## src/rtl/button_run_controller.sv

```systemverilog
// Run/pause/clear sequencer for the lab counter, driven by one active-low push-button.
// Synchronize, debounce, classify short/long presses, then gate a periodic count strobe.
module button_run_controller #(
  parameter int DEBOUNCE_CYCLES   = 4,
  parameter int LONG_PRESS_CYCLES = 16,
  parameter int TICK_DIV          = 10
) (
  input  logic       clk,
  input  logic       reset,
  input  logic       button,
  output logic       cnt_en,
  output logic       cnt_clr,
  output logic [1:0] state,
  output logic       short_press,
  output logic       long_press
);

  localparam int DBW = $clog2(DEBOUNCE_CYCLES + 1);
  localparam int HCW = $clog2(LONG_PRESS_CYCLES + 1);
  localparam int TDW = $clog2(TICK_DIV);

  localparam logic [DBW-1:0] DB_LAST = DBW'(DEBOUNCE_CYCLES - 1);
  localparam logic [HCW-1:0] HC_LAST = HCW'(LONG_PRESS_CYCLES - 1);
  localparam logic [HCW-1:0] HC_MAX  = HCW'(LONG_PRESS_CYCLES);
  localparam logic [TDW-1:0] TD_LAST = TDW'(TICK_DIV - 1);

  typedef enum logic [1:0] {
    IDLE  = 2'b00,
    RUN   = 2'b01,
    PAUSE = 2'b10
  } state_t;

  logic           r_s1;
  logic           r_s2;
  logic           r_btnDb;
  logic [DBW-1:0] r_dbc;
  logic [HCW-1:0] r_hc;
  logic           r_longDone;
  logic           r_shortPress;
  logic           r_longPress;
  state_t         r_state;
  logic [TDW-1:0] r_td;
  logic           r_cntEn;
  logic           r_cntClr;

  logic w_dbMismatch;
  logic w_dbFlip;
  logic w_rise;
  logic w_holdHit;

  // w_rise fires on the very edge btn_db goes high, so a release beats a same-edge long threshold.
  always_comb begin
    w_dbMismatch = (r_s2 != r_btnDb);
    w_dbFlip     = w_dbMismatch && (r_dbc == DB_LAST);
    w_rise       = w_dbFlip && r_s2;
    w_holdHit    = !r_btnDb && (r_hc == HC_LAST);
  end

  always_ff @(posedge clk) begin
    if (reset) begin
      r_s1    <= 1'b1;
      r_s2    <= 1'b1;
      r_btnDb <= 1'b1;
      r_dbc   <= '0;
    end else begin
      r_s1 <= button;
      r_s2 <= r_s1;
      if (!w_dbMismatch) begin
        r_dbc <= '0;
      end else if (w_dbFlip) begin
        r_btnDb <= r_s2;
        r_dbc   <= '0;
      end else begin
        r_dbc <= r_dbc + 1'b1;
      end
    end
  end

  always_ff @(posedge clk) begin
    if (reset) begin
      r_hc         <= '0;
      r_longDone   <= 1'b0;
      r_shortPress <= 1'b0;
      r_longPress  <= 1'b0;
    end else begin
      r_shortPress <= w_rise && !r_longDone;
      r_longPress  <= w_holdHit && !r_longDone && !w_rise;
      if (r_btnDb) begin
        r_hc <= '0;
      end else if (r_hc != HC_MAX) begin
        r_hc <= r_hc + 1'b1;
      end
      if (w_rise) begin
        r_longDone <= 1'b0;
      end else if (w_holdHit) begin
        r_longDone <= 1'b1;
      end
    end
  end

  // The strobe is suppressed on the clear edge so the datapath never sees both at once.
  always_ff @(posedge clk) begin
    if (reset) begin
      r_state  <= IDLE;
      r_td     <= '0;
      r_cntEn  <= 1'b0;
      r_cntClr <= 1'b0;
    end else begin
      r_cntClr <= r_longPress;
      r_cntEn  <= (r_state == RUN) && (r_td == TD_LAST) && !r_longPress;
      case (r_state)
        RUN:     r_td <= (r_td == TD_LAST) ? '0 : r_td + 1'b1;
        PAUSE:   r_td <= r_td;
        default: r_td <= '0;
      endcase
      if (r_longPress) begin
        r_state <= IDLE;
      end else if (r_shortPress) begin
        case (r_state)
          IDLE:    r_state <= RUN;
          RUN:     r_state <= PAUSE;
          PAUSE:   r_state <= RUN;
          default: r_state <= IDLE;
        endcase
      end
    end
  end

  assign cnt_en      = r_cntEn;
  assign cnt_clr     = r_cntClr;
  assign state       = r_state;
  assign short_press = r_shortPress;
  assign long_press  = r_longPress;

endmodule

```

## config.mk

```make
export PLATFORM = sky130hd
export DESIGN_NAME = button_run_controller
export DESIGN_NICKNAME = d
export VERILOG_FILES = /design/src/rtl/button_run_controller.sv
export SDC_FILE = /design/constraint.sdc
export NUM_CORES = 1
export LEC_CHECK = 0
export CORE_ASPECT_RATIO = 1.2
export CORE_MARGIN = 2
export CORE_UTILIZATION = 45
export CTS_CLUSTER_DIAMETER = 200
export CTS_CLUSTER_SIZE = 20
export DETAILED_ROUTE_END_ITERATION = 8
export PLACE_DENSITY = 0.7
export REMOVE_ABC_BUFFERS = 1
export SYNTH_ARGS = -nofsm -noshare
export SYNTH_HDL_FRONTEND = slang
export SYNTH_SLANG_ARGS = --single-unit
```

## constraint.sdc

```tcl
create_clock -name clk -period 1.5 [get_ports clk]
set_input_delay 0.45 -clock clk [delete_from_list [all_inputs] [get_ports clk]]
set_output_delay 0.45 -clock clk [all_outputs]
set_load 0.005 [all_outputs]
```

Word level (Yosys, flattened, before mapping). Index checks and enable logic that the tools add are counted.

Bits in registers: 22. Word-level logic and storage cells: 45.

$add $sub $neg: 3. Equal/unequal tests: 7. Muxes and demuxes: 3. Bitwise logic cells: 1. Reduce and logical (&&, ||, !) cells: 19.

Operators with widths (count): $logic_and 1x1->1 (8); $pmux 4 s2 (1); $reduce_or 2->1 (4); $add 5x1->5 const B (1); $eq 5x4->1 const B (1); $ne 5x5->1 const B (1); $add 4x1->4 const B (1); $eq 4x4->1 const B (1); $logic_not 1->1 (4); $mux 4 (1); $pmux 2 s2 (1); $add 3x1->3 const B (1); $eq 3x2->1 const B (1); $reduce_or 3->1 (1); $eq 2x1->1 const B (1); $eq 2x2->1 const B (1); $logic_not 2->1 (1); $reduce_and 2->1 (1); $ne 1x1->1 (1); $not 1->1 (1).

Logic depth before layout (Yosys ltp). Gate-level depths: netlist (run 1).

Depth after elaboration: 5. Depth in mapped cells: 6.

Worst setup path after synthesis (run 1). OpenSTA, ideal clock, no wires.

Path kind: flip-flop to flip-flop. Start: register r_hc[0]. End: register r_longDone. Arrival: 1138 ps. Data required time: 1373 ps. Path slack: 236 ps. Cell stages (with the launch flop): 7. Path buffers: 0. Clock period less this slack: 1264 ps. Cells stage by stage: dfxtp_1 ha_1 and3_1 ha_1 nor2b_1 o22ai_1 nor2_1.

Cells in the longest elaborated chain, start to end: 2.

Ends and longest elaborated chain: start: declaration (line 37) `logic [HCW-1:0] r_hc;`; start signal: assignment (line 91) `r_hc <= r_hc + 1'b1;`; $eq 5x4->1 (line 56) `w_holdHit = !r_btnDb && (r_hc == HC_LAST);`; $logic_and 1x1->1 (line 56); end signal: assignment (line 82) `r_longDone <= 1'b0;`; end signal: assignment (line 94) `r_longDone <= 1'b0;`; end signal: assignment (line 96) `r_longDone <= 1'b1;`; end: declaration (line 38) `logic r_longDone;`.

Every way passes these cells. A chain may end at the register's enable or synchronous reset.

Worst setup path in the final report (run 1).
Start: register r_longPress (netlist: long_press). End: output port long_press.

RTL lines: start: declaration (line 40) `logic r_longPress;`; start signal: assignment (line 87) `r_longPress <= w_holdHit && !r_longDone && !w_rise;`; end: declaration (line 15) `output logic long_press`.

No word-level cell between the ends.

==> results of run 1 <==
[cell families (layout without fill, tap and decap cells)]
family,after synthesis,count (layout),share of synthesized area
fa+ha+maj,7,7,0.0955
compound gates,8,8,0.0587
simple gates,38,38,0.254
buf+inv,10,26,0.0423
flops,22,22,0.480
xor+xnor,5,5,0.0477
mux,2,2,0.0218
[state kept, by name (all words and copies together), names as in the netlist]
register	flops
r_longDone	1
r_s2	1
long_press	1
r_s1	1
state	2
cnt_clr	1
cnt_en	1
r_td	4
short_press	1
r_btnDb	1
r_dbc	3
r_hc	5
[cells in the mapped netlist]
| master | number | area share |
|---|---|---|
| dfxtp_1 | 22 | 0.48 |
| inv_1 | 8 | 0.033 |
| ha_1 | 7 | 0.095 |
| nor2_1 | 7 | 0.029 |
| nand3b_1 | 5 | 0.041 |
| nand2_1 | 4 | 0.016 |
| nor3_1 | 4 | 0.022 |
| xnor2_1 | 4 | 0.038 |
| a21oi_1 | 3 | 0.016 |
| or2_2 | 3 | 0.020 |
| and2b_2 | 2 | 0.019 |
| mux2i_1 | 2 | 0.022 |
| nand3_1 | 2 | 0.011 |
| nor2b_1 | 2 | 0.014 |
| o31ai_1 | 2 | 0.016 |
| and3_1 | 1 | 0.0068 |
| and4bb_2 | 1 | 0.014 |
| buf_2 | 1 | 0.0055 |
| clkbuf_1 | 1 | 0.0041 |
| nand2b_1 | 1 | 0.0068 |
| nand4b_1 | 1 | 0.0096 |
| nor3_2 | 1 | 0.011 |
| nor3b_1 | 1 | 0.0082 |
| nor4_1 | 1 | 0.0068 |
| o211ai_2 | 1 | 0.014 |
| o21ai_0 | 1 | 0.0055 |
| o22ai_1 | 1 | 0.0068 |
| or3_1 | 1 | 0.0068 |
| or4_4 | 1 | 0.012 |
| xor2_1 | 1 | 0.0096 |
[timing repair]
item                                    CTS  global route
resized for setup                        10             0
buffers inserted                          3             0
endpoints found under the setup margin    6             0
hold buffers                              0             0
[cell type report]
class | instances | share of cell area
clock buffer | 4 | 0.0333
inverter | 8 | 0.0275
multi-input combinational | 60 | 0.401
sequential | 22 | 0.408
tap | 19 | 0.0218
timing repair buffer | 14 | 0.108
[power groups by stage]
| stage | sequential, mW | combinational, mW | clock, mW |
|---|---|---|---|
| 2_1_floorplan | 0.602 | 0.00598 | 0 |
| 3_3_place_gp | 0.602 | 0.0207 | 0 |
| 3_5_place_dp | 0.602 | 0.0213 | 0 |
| 4_1_cts | 0.589 | 0.0213 | 0.331 |
| 5_1_grt | 0.589 | 0.0232 | 0.353 |
| 6_report | 0.589 | 0.0209 | 0.319 |
[metrics by stage]
stage	instances	TNS, ps	total power [mW]
global placement	120	-471	0.623
finish	127	0	0.929
detailed placement	120	-750	0.623
CTS	127	0	0.941
global route	127	0	0.966
floorplan	90	0	0.608
[worst min-delay path by stage]
| stage | from | endpoint | slack, ps | depth (start not counted) |
|---|---|---|---|---|
| floorplan | r_s1$_SDFF_PP1_ | r_s2$_SDFF_PP1_ | 390 | 1 |
| global placement | r_s1$_SDFF_PP1_ | r_s2$_SDFF_PP1_ | 400 | 1 |
| detailed placement | r_s1$_SDFF_PP1_ | r_s2$_SDFF_PP1_ | 400 | 1 |
| CTS | r_s1$_SDFF_PP1_ | r_s2$_SDFF_PP1_ | 430 | 1 |
| global route | r_s1$_SDFF_PP1_ | r_s2$_SDFF_PP1_ | 450 | 1 |
| finish | r_s1$_SDFF_PP1_ | r_s2$_SDFF_PP1_ | 430 | 1 |
[metal layers]
metal,vias up,global-route usage,wire (um)
met5,-,0,0
li1,342,-,-
met2,10,0.233,695
met1,288,0.158,628
met4,0,0.118,46
met3,5,0.0307,40
==> flow_summary_export.csv, run 1 <==
group,metric,value,unit
grt,grt_usage,0.144,
cts,cts_buffers,3,
pwr,p_int,0.748,mW
floorplanning,placementRows,17,
cts,clkTransAtPathRegs,120,ps
yosys,syn_area_per_cell,9.97,um^2
hold_path,hp-class,"reg -> reg",
placed_design,place_ws,-148,ps
floorplanning,core_area,1870,um^2
job,cap_violations,0,
cts,worstSkewPairLatency,310,ps
pwr,pwr-share-comb,0.023,
finish,finish.instance_area,1090,um^2
finish,seqCellArea,445,um^2
sta,final_max_slew_viol_count,0,
sta,finalSetupViolCount,0,
detailed_routing,initialDrtViolationCount,3,
critical_path,timing.rr.start,"r_hc[0]$_SDFFE_PP0P_",
critical_path,required,1050,ps
cts,clock_sinks,22,
pwr,ir_drop,525,uV
floorplanning,start_util,0.490,
detailed_routing,drt_pass1_iterations,3,
critical_path,cp.buffers_inverters,1,
critical_path,start_kind,"flip-flop",
floorplanning,io-pin-count,9,
sta,clock_skew,4.73,ps
detailed_routing,routed_wl,1410,um
critical_path,crit_fanout,2,
grt,overflow,0,
critical_path,critical_path_class,"reg -> out",
critical_path,slowest_delay,340,ps
cts,htree_num_levels,1,
finish,final_core_util,0.583,
placed_design,routabilityCongestion,0.741,
sta,final.setup.worst_slack,149,ps
placed_design,post-dp-hpwl,1080,um
floorplanning,die_w,45.2,um
finish,finalNetCount,119,
finish,fillers,171,
pwr,power_frac_seq,0.634,
cts,clk_path_buf_depth,2,
grt,first_global_vias,573,
yosys,yosysWarnings,0,
finish,area_delta_synth_final,19.0,%
sta,worst_slew_pin_slew,217,ps
floorplanning,design.die.area,2420,um^2
detailed_routing,vias,645,
grt,grt_antenna_before_repair,0,
pwr,p_leak,0.433,nW
cts,cts_tree,"yes",
grt,grt_pass1_wl,2390,um
finish,drive_gt1_frac,0.213,
placed_design,portBuffers,8,
critical_path,critPathCaptureType,"primary output",
critical_path,cp-endpoint,"long_press",
critical_path,cp.depth,1,
status,run_status,"completed",
detailed_routing,post-route-drc-count,0,
yosys,syn-cell-area,917,um^2
sta,rsz0062_at_grt,"false",
yosys,yosysUniqueCellTypes,30,
sta,final_hold_viol_count,0,
sta,period_share,0.901,
sta,period_needed,1350,ps
finish,antennaDiodeCount,0,
critical_path,crit_arrival,900,ps
placed_design,placed_cell_area,1030,um^2
sta,slew_headroom,0.854,
floorplanning,fp.dieH,53.5,um
finish,multi_input_area,438,um^2
yosys,ys_seq_area_frac,0.480,
pwr,clkPwrFrac,0.344,
pwr,p_switching,0.181,mW
critical_path,cpLargestDelayFamily,"flip-flops",
finish,layout_common_cells,"dfxtp_1 (18), inv_1 (8), nor2_1 (7), ha_1 (7)",
finish,final_common_cell,"dfxtp_1",
critical_path,worstRegToRegCells,6,
sta,hold_slack,426,ps
sta,maxClockFrequency,740,MHz
detailed_routing,wl_per_cell,11.1,um
cts,cts_root_buf,"clkbuf_4",
detailed_routing,antenna_left,0,
pwr,power.density,851,nW/um^2
critical_path,r2r_slack,160,ps
critical_path,worstSetupStartpoint,"long_press$_SDFF_PP0_",
critical_path,cp_cell_sequence,"dlygate4sd2_1",
detailed_routing,vias_per_cell,5.08,
pwr,swShare,0.195,
grt,grt_max_degree,13,
critical_path,rr_endpoint,"r_longDone$_SDFFE_PP0P_",
yosys,synth_seq_cells,22,
yosys,netlist_instances,92,
critical_path,cp_slowest_cell,"dfxtp_2",
Note: power is estimated with default switching activity, not from simulation.
==> inputs of run 2 (changes only) <==
--- a/config.mk
+++ b/config.mk
@@ -7,11 +7,12 @@
 export LEC_CHECK = 0
 export CORE_ASPECT_RATIO = 1.2
 export CORE_MARGIN = 2
-export CORE_UTILIZATION = 45
+export CORE_UTILIZATION = 57
 export CTS_CLUSTER_DIAMETER = 200
 export CTS_CLUSTER_SIZE = 20
 export DETAILED_ROUTE_END_ITERATION = 8
-export PLACE_DENSITY = 0.7
+export DONT_BUFFER_PORTS = 1
+export PLACE_DENSITY = 0.77
 export REMOVE_ABC_BUFFERS = 1
 export SYNTH_ARGS = -nofsm -noshare
 export SYNTH_HDL_FRONTEND = slang
==> flow_summary_export.csv, run 2 (synthesized netlist as in run 1, its figures left out) <==
group,metric,value,unit
finish,layout_common_cells,"dfxtp_1 (22), inv_1 (8), nor2_1 (7), ha_1 (7), nand3b_1 (5)",
finish,largest_register,"r_hc",
detailed_routing,routed_wl,1420,um
pwr,p_int,0.862,mW
pwr,ir_drop,663,uV
grt,grt_max_degree,19,
critical_path,start_kind,"flip-flop",
placed_design,placed_cell_area,930,um^2
cts,clock_sinks,22,
placed_design,routabilityCongestion,0.651,
sta,final_hold_viol_count,0,
sta,period_share,0.891,
detailed_routing,antenna_left,0,
detailed_routing,post-route-drc-count,0,
placed_design,portBuffers,0,
detailed_routing,wl_per_cell,12.8,um
floorplanning,design.die.area,1950,um^2
cts,ctsResizeCount,0,
detailed_routing,vias,609,
floorplanning,fp.dieH,47.9,um
grt,grt_antenna_before_repair,0,
detailed_routing,drt_pass1_iterations,5,
sta,maxClockFrequency,748,MHz
floorplanning,die_w,40.6,um
critical_path,crit_fanout,4,
job,cap_violations,0,
sta,slew_headroom,0.850,
pwr,p_switching,0.184,mW
sta,rsz0062_at_grt,"false",
placed_design,post-dp-hpwl,1020,um
pwr,power.total,1.05,mW
cts,cts_root_buf,"clkbuf_4",
pwr,power_frac_seq,0.563,
cts,cts_hold_buf,0,
critical_path,critPathCaptureType,"flip-flop",
finish,finish.instance_area,982,um^2
grt,grt_usage,0.174,
sta,tns,0,ps
pwr,clkPwrFrac,0.431,
finish,largest_register_ffs,5,
cts,htree_num_levels,1,
grt,first_global_vias,545,
finish,reg.largest.list,"r_hc (5), r_td (4), r_dbc (3)",
finish,final_common_cell,"dfxtp_1",
floorplanning,io-pin-count,9,
critical_path,critical_path_class,"reg -> reg",
pwr,swShare,0.176,
finish,antennaDiodeCount,0,
sta,clock_skew,6.06,ps
cts,cts_tree,"yes",
status,run_status,"completed",
cts,cts_buffers,3,
finish,area_delta_synth_final,7.09,%
floorplanning,start_util,0.626,
sta,worst_slew_pin_slew,225,ps
cts,clkTransAtPathRegs,130,ps
detailed_routing,vias_per_cell,5.49,
detailed_routing,initialDrtViolationCount,8,
critical_path,required,1710,ps
hold_path,hp-class,"in -> reg",
finish,fillers,118,
sta,hold_slack,190,ps
cts,postCtsSetupRepairBufs,0,
pwr,pwr-share-comb,0.006,
grt,overflow,0,
critical_path,crit_arrival,1550,ps
sta,finalSetupViolCount,0,
pwr,p_leak,0.350,nW
finish,finalNonFillerCells,111,
sta,final_max_slew_viol_count,0,
placed_design,dp.cells,107,
floorplanning,core_area,1460,um^2
floorplanning,placementRows,15,
cts,worstSkewPairLatency,310,ps
pwr,power.density,1070,nW/um^2
finish,drive_gt1_frac,0.138,
sta,period_needed,1340,ps
finish,finalNetCount,105,
grt,grt_pass1_wl,2180,um
cts,clk_path_buf_depth,2,
==> run 2: final timing paths <==
path / startpoint / endpoint / slack [ps] / depth (start not counted)
worst min register to register: r_s1$_SDFF_PP1_ / r_s2$_SDFF_PP1_ / 420 / 1
worst min-delay path: reset / r_td[2]$_SDFFE_PP0N_ / 190 / 1
worst max-delay path: r_hc[1]$_SDFFE_PP0P_ / r_longDone$_SDFFE_PP0P_ / 160 / 6
worst max register to register: r_hc[1]$_SDFFE_PP0P_ / r_longDone$_SDFFE_PP0P_ / 160 / 6
==> run 2: critical path, stage by stage (launching register included) <==
cell and delay (ps):
dfxtp_1 360, ha_1 210, and3_1 190, ha_1 180, nor2b_1 120, o22ai_1 130
nor2_1 50
==> run 2: per-stage QoR <==
stage	utilization	worst slack (ps)
finish	0.671	163
global route	0.671	105
CTS	0.671	166
detailed placement	0.635	178
global placement	0.635	229
floorplan	-	247
==> run 2: metal layers <==
layer | GRT usage | wire length [um]
met1 | 0.194 | 644
met2 | 0.286 | 700
met3 | 0.0419 | 47
met4 | 0.120 | 29
met5 | 0 | 0
==> run 2: layout make-up <==
type	count	area (um^2)	share of cell area
multi-input combinational	60	438	0.446
clock buffer	3	22.5	0.0229
inverter	8	30.0	0.0306
tap	17	21.3	0.0217
sequential	22	440	0.448
clock inverter	1	30.0	0.0306
==> run 2: power groups by stage <==
| stage | registers [mW] | clock network, mW | logic (mW) |
|---|---|---|---|
| after floorplan | 0.602 | 0 | 0.00598 |
| after global placement | 0.602 | 0 | 0.00617 |
| after detailed placement | 0.602 | 0 | 0.00648 |
| after CTS | 0.589 | 0.461 | 0.00649 |
| after global routing | 0.589 | 0.477 | 0.00715 |
| final | 0.589 | 0.451 | 0.00635 |
==> inputs of run 3 (changes only) <==
--- a/config.mk
+++ b/config.mk
@@ -13,6 +13,7 @@
 export DETAILED_ROUTE_END_ITERATION = 8
 export DONT_BUFFER_PORTS = 1
 export PLACE_DENSITY = 0.77
+export RECOVER_POWER = 100
 export REMOVE_ABC_BUFFERS = 1
 export SYNTH_ARGS = -nofsm -noshare
 export SYNTH_HDL_FRONTEND = slang
==> flow_summary_export.csv, run 3 (synthesized netlist as in run 1, its figures left out) <==
group,metric,value,unit
critical_path,required,1720,ps
placed_design,place_ws,178,ps
floorplanning,start_util,0.626,
cts,cts_hold_buf,0,
finish,largest_register_ffs,5,
finish,fillers,121,
cts,ctsResizeCount,0,
placed_design,post-dp-hpwl,1020,um
cts,clk_path_buf_depth,2,
cts,cts_tree,"yes",
sta,clock_skew,3.15,ps
pwr,power_frac_seq,0.563,
placed_design,portBuffers,0,
placed_design,routabilityCongestion,0.651,
detailed_routing,drt_pass1_iterations,4,
sta,final.setup.worst_slack,167,ps
finish,final_common_cell,"dfxtp_1",
floorplanning,placementRows,15,
sta,slew_headroom,0.742,
grt,grt_max_degree,19,
detailed_routing,wl_met3,45,um
cts,cts_buffers,3,
hold_path,hp-class,"in -> reg",
finish,finalNetCount,105,
pwr,power.density,1070,nW/um^2
pwr,p_int,0.862,mW
floorplanning,fp.dieH,47.9,um
sta,maxClockFrequency,750,MHz
finish,reg.largest.list,"r_hc (5), r_td (4), r_dbc (3)",
floorplanning,core_area,1460,um^2
sta,rsz0062_at_grt,"false",
pwr,swShare,0.176,
detailed_routing,antenna_left,0,
pwr,p_switching,0.184,mW
sta,period_share,0.889,
detailed_routing,top_layer,"met4",
critical_path,crit_fanout,3,
detailed_routing,post-route-drc-count,0,
pwr,clkPwrFrac,0.431,
pwr,power.total,1.05,mW
finish,area_delta_synth_final,6.55,%
grt,first_global_vias,545,
cts,worstSkewPairLatency,310,ps
pwr,pwr-share-comb,0.006,
finish,finish.instance_area,977,um^2
sta,final_max_slew_viol_count,0,
floorplanning,io-pin-count,9,
finish,layout_common_cells,"dfxtp_1 (22), inv_1 (8), nor2_1 (7), ha_1 (7), nand3b_1 (5)",
placed_design,placed_cell_area,930,um^2
job,cap_violations,0,
placed_design,dp.cells,107,
cts,clkTransAtPathRegs,120,ps
sta,period_needed,1330,ps
grt,grt_usage,0.174,
detailed_routing,initialDrtViolationCount,9,
finish,antennaDiodeCount,0,
detailed_routing,vias,619,
sta,finalSetupViolCount,0,
detailed_routing,wl_met2,684,um
floorplanning,design.die.area,1950,um^2
detailed_routing,routed_wl,1430,um
cts,htree_num_levels,1,
sta,tns,0,ps
detailed_routing,wl_met1,665,um
finish,drive_gt1_frac,0.0957,
pwr,ir_drop,658,uV
status,run_status,"completed",
critical_path,crit_arrival,1550,ps
detailed_routing,vias_per_cell,5.58,
sta,worst_slew_pin_slew,387,ps
critical_path,critPathCaptureType,"flip-flop",
sta,final_hold_viol_count,0,
critical_path,start_kind,"flip-flop",
floorplanning,die_w,40.6,um
critical_path,critical_path_class,"reg -> reg",
cts,cts_root_buf,"clkbuf_4",
cts,postCtsSetupRepairBufs,0,
finish,finalNonFillerCells,111,
cts,clock_sinks,22,
detailed_routing,wl_per_cell,12.8,um
pwr,p_leak,0.351,nW
grt,grt_antenna_before_repair,0,
grt,grt_pass1_wl,2180,um
grt,overflow,0,
finish,largest_register,"r_hc",
run 3: final timing paths:
check	start	to	slack, ps	cells past startpoint
min	reset	r_td[2]$_SDFFE_PP0N_	190	1
max reg2reg	r_hc[0]$_SDFFE_PP0P_	r_longDone$_SDFFE_PP0P_	170	6
max	r_hc[0]$_SDFFE_PP0P_	r_longDone$_SDFFE_PP0P_	170	6
min reg2reg	r_s1$_SDFF_PP1_	r_s2$_SDFF_PP1_	420	1
run 3: metal layers:
metal | track usage | vias to the layer above
met4 | 0.120 | 0
met2 | 0.286 | 12
li1 | - | 317
met5 | 0 | -
met1 | 0.194 | 286
met3 | 0.0419 | 4
run 3: through the flow:
| stage | utilization | hold slack [ps] |
|---|---|---|
| after floorplan | - | 389 |
| after global placement | 0.635 | 393 |
| after detailed placement | 0.635 | 397 |
| after CTS | 0.671 | 181 |
| after global routing | 0.668 | 177 |
| final | 0.668 | 192 |
run 3: critical path: stages (launching register included):
cell	delay (ps)
dfxtp_1	350
ha_1	220
and3_1	190
ha_1	180
nor2b_1	120
o22ai_1	130
nor2_1	50
run 3: power by group through the flow:
stage          clock, mW  combinational (mW)  sequential (mW)
2_1_floorplan          0             0.00598            0.602
3_5_place_dp           0             0.00648            0.602
4_1_cts            0.461             0.00649            0.589
5_1_grt            0.477             0.00715            0.589
6_report           0.451             0.00634            0.589
3_3_place_gp           0             0.00617            0.602
run 3: final cells by class:
cell class | count | area [um^2] | share of cell area
clock buffer | 3 | 22.5 | 0.0230
inverter | 8 | 30.0 | 0.0307
clock inverter | 1 | 30.0 | 0.0307
multi-input combinational | 60 | 433 | 0.443
tap | 17 | 21.3 | 0.0218
sequential | 22 | 440 | 0.451
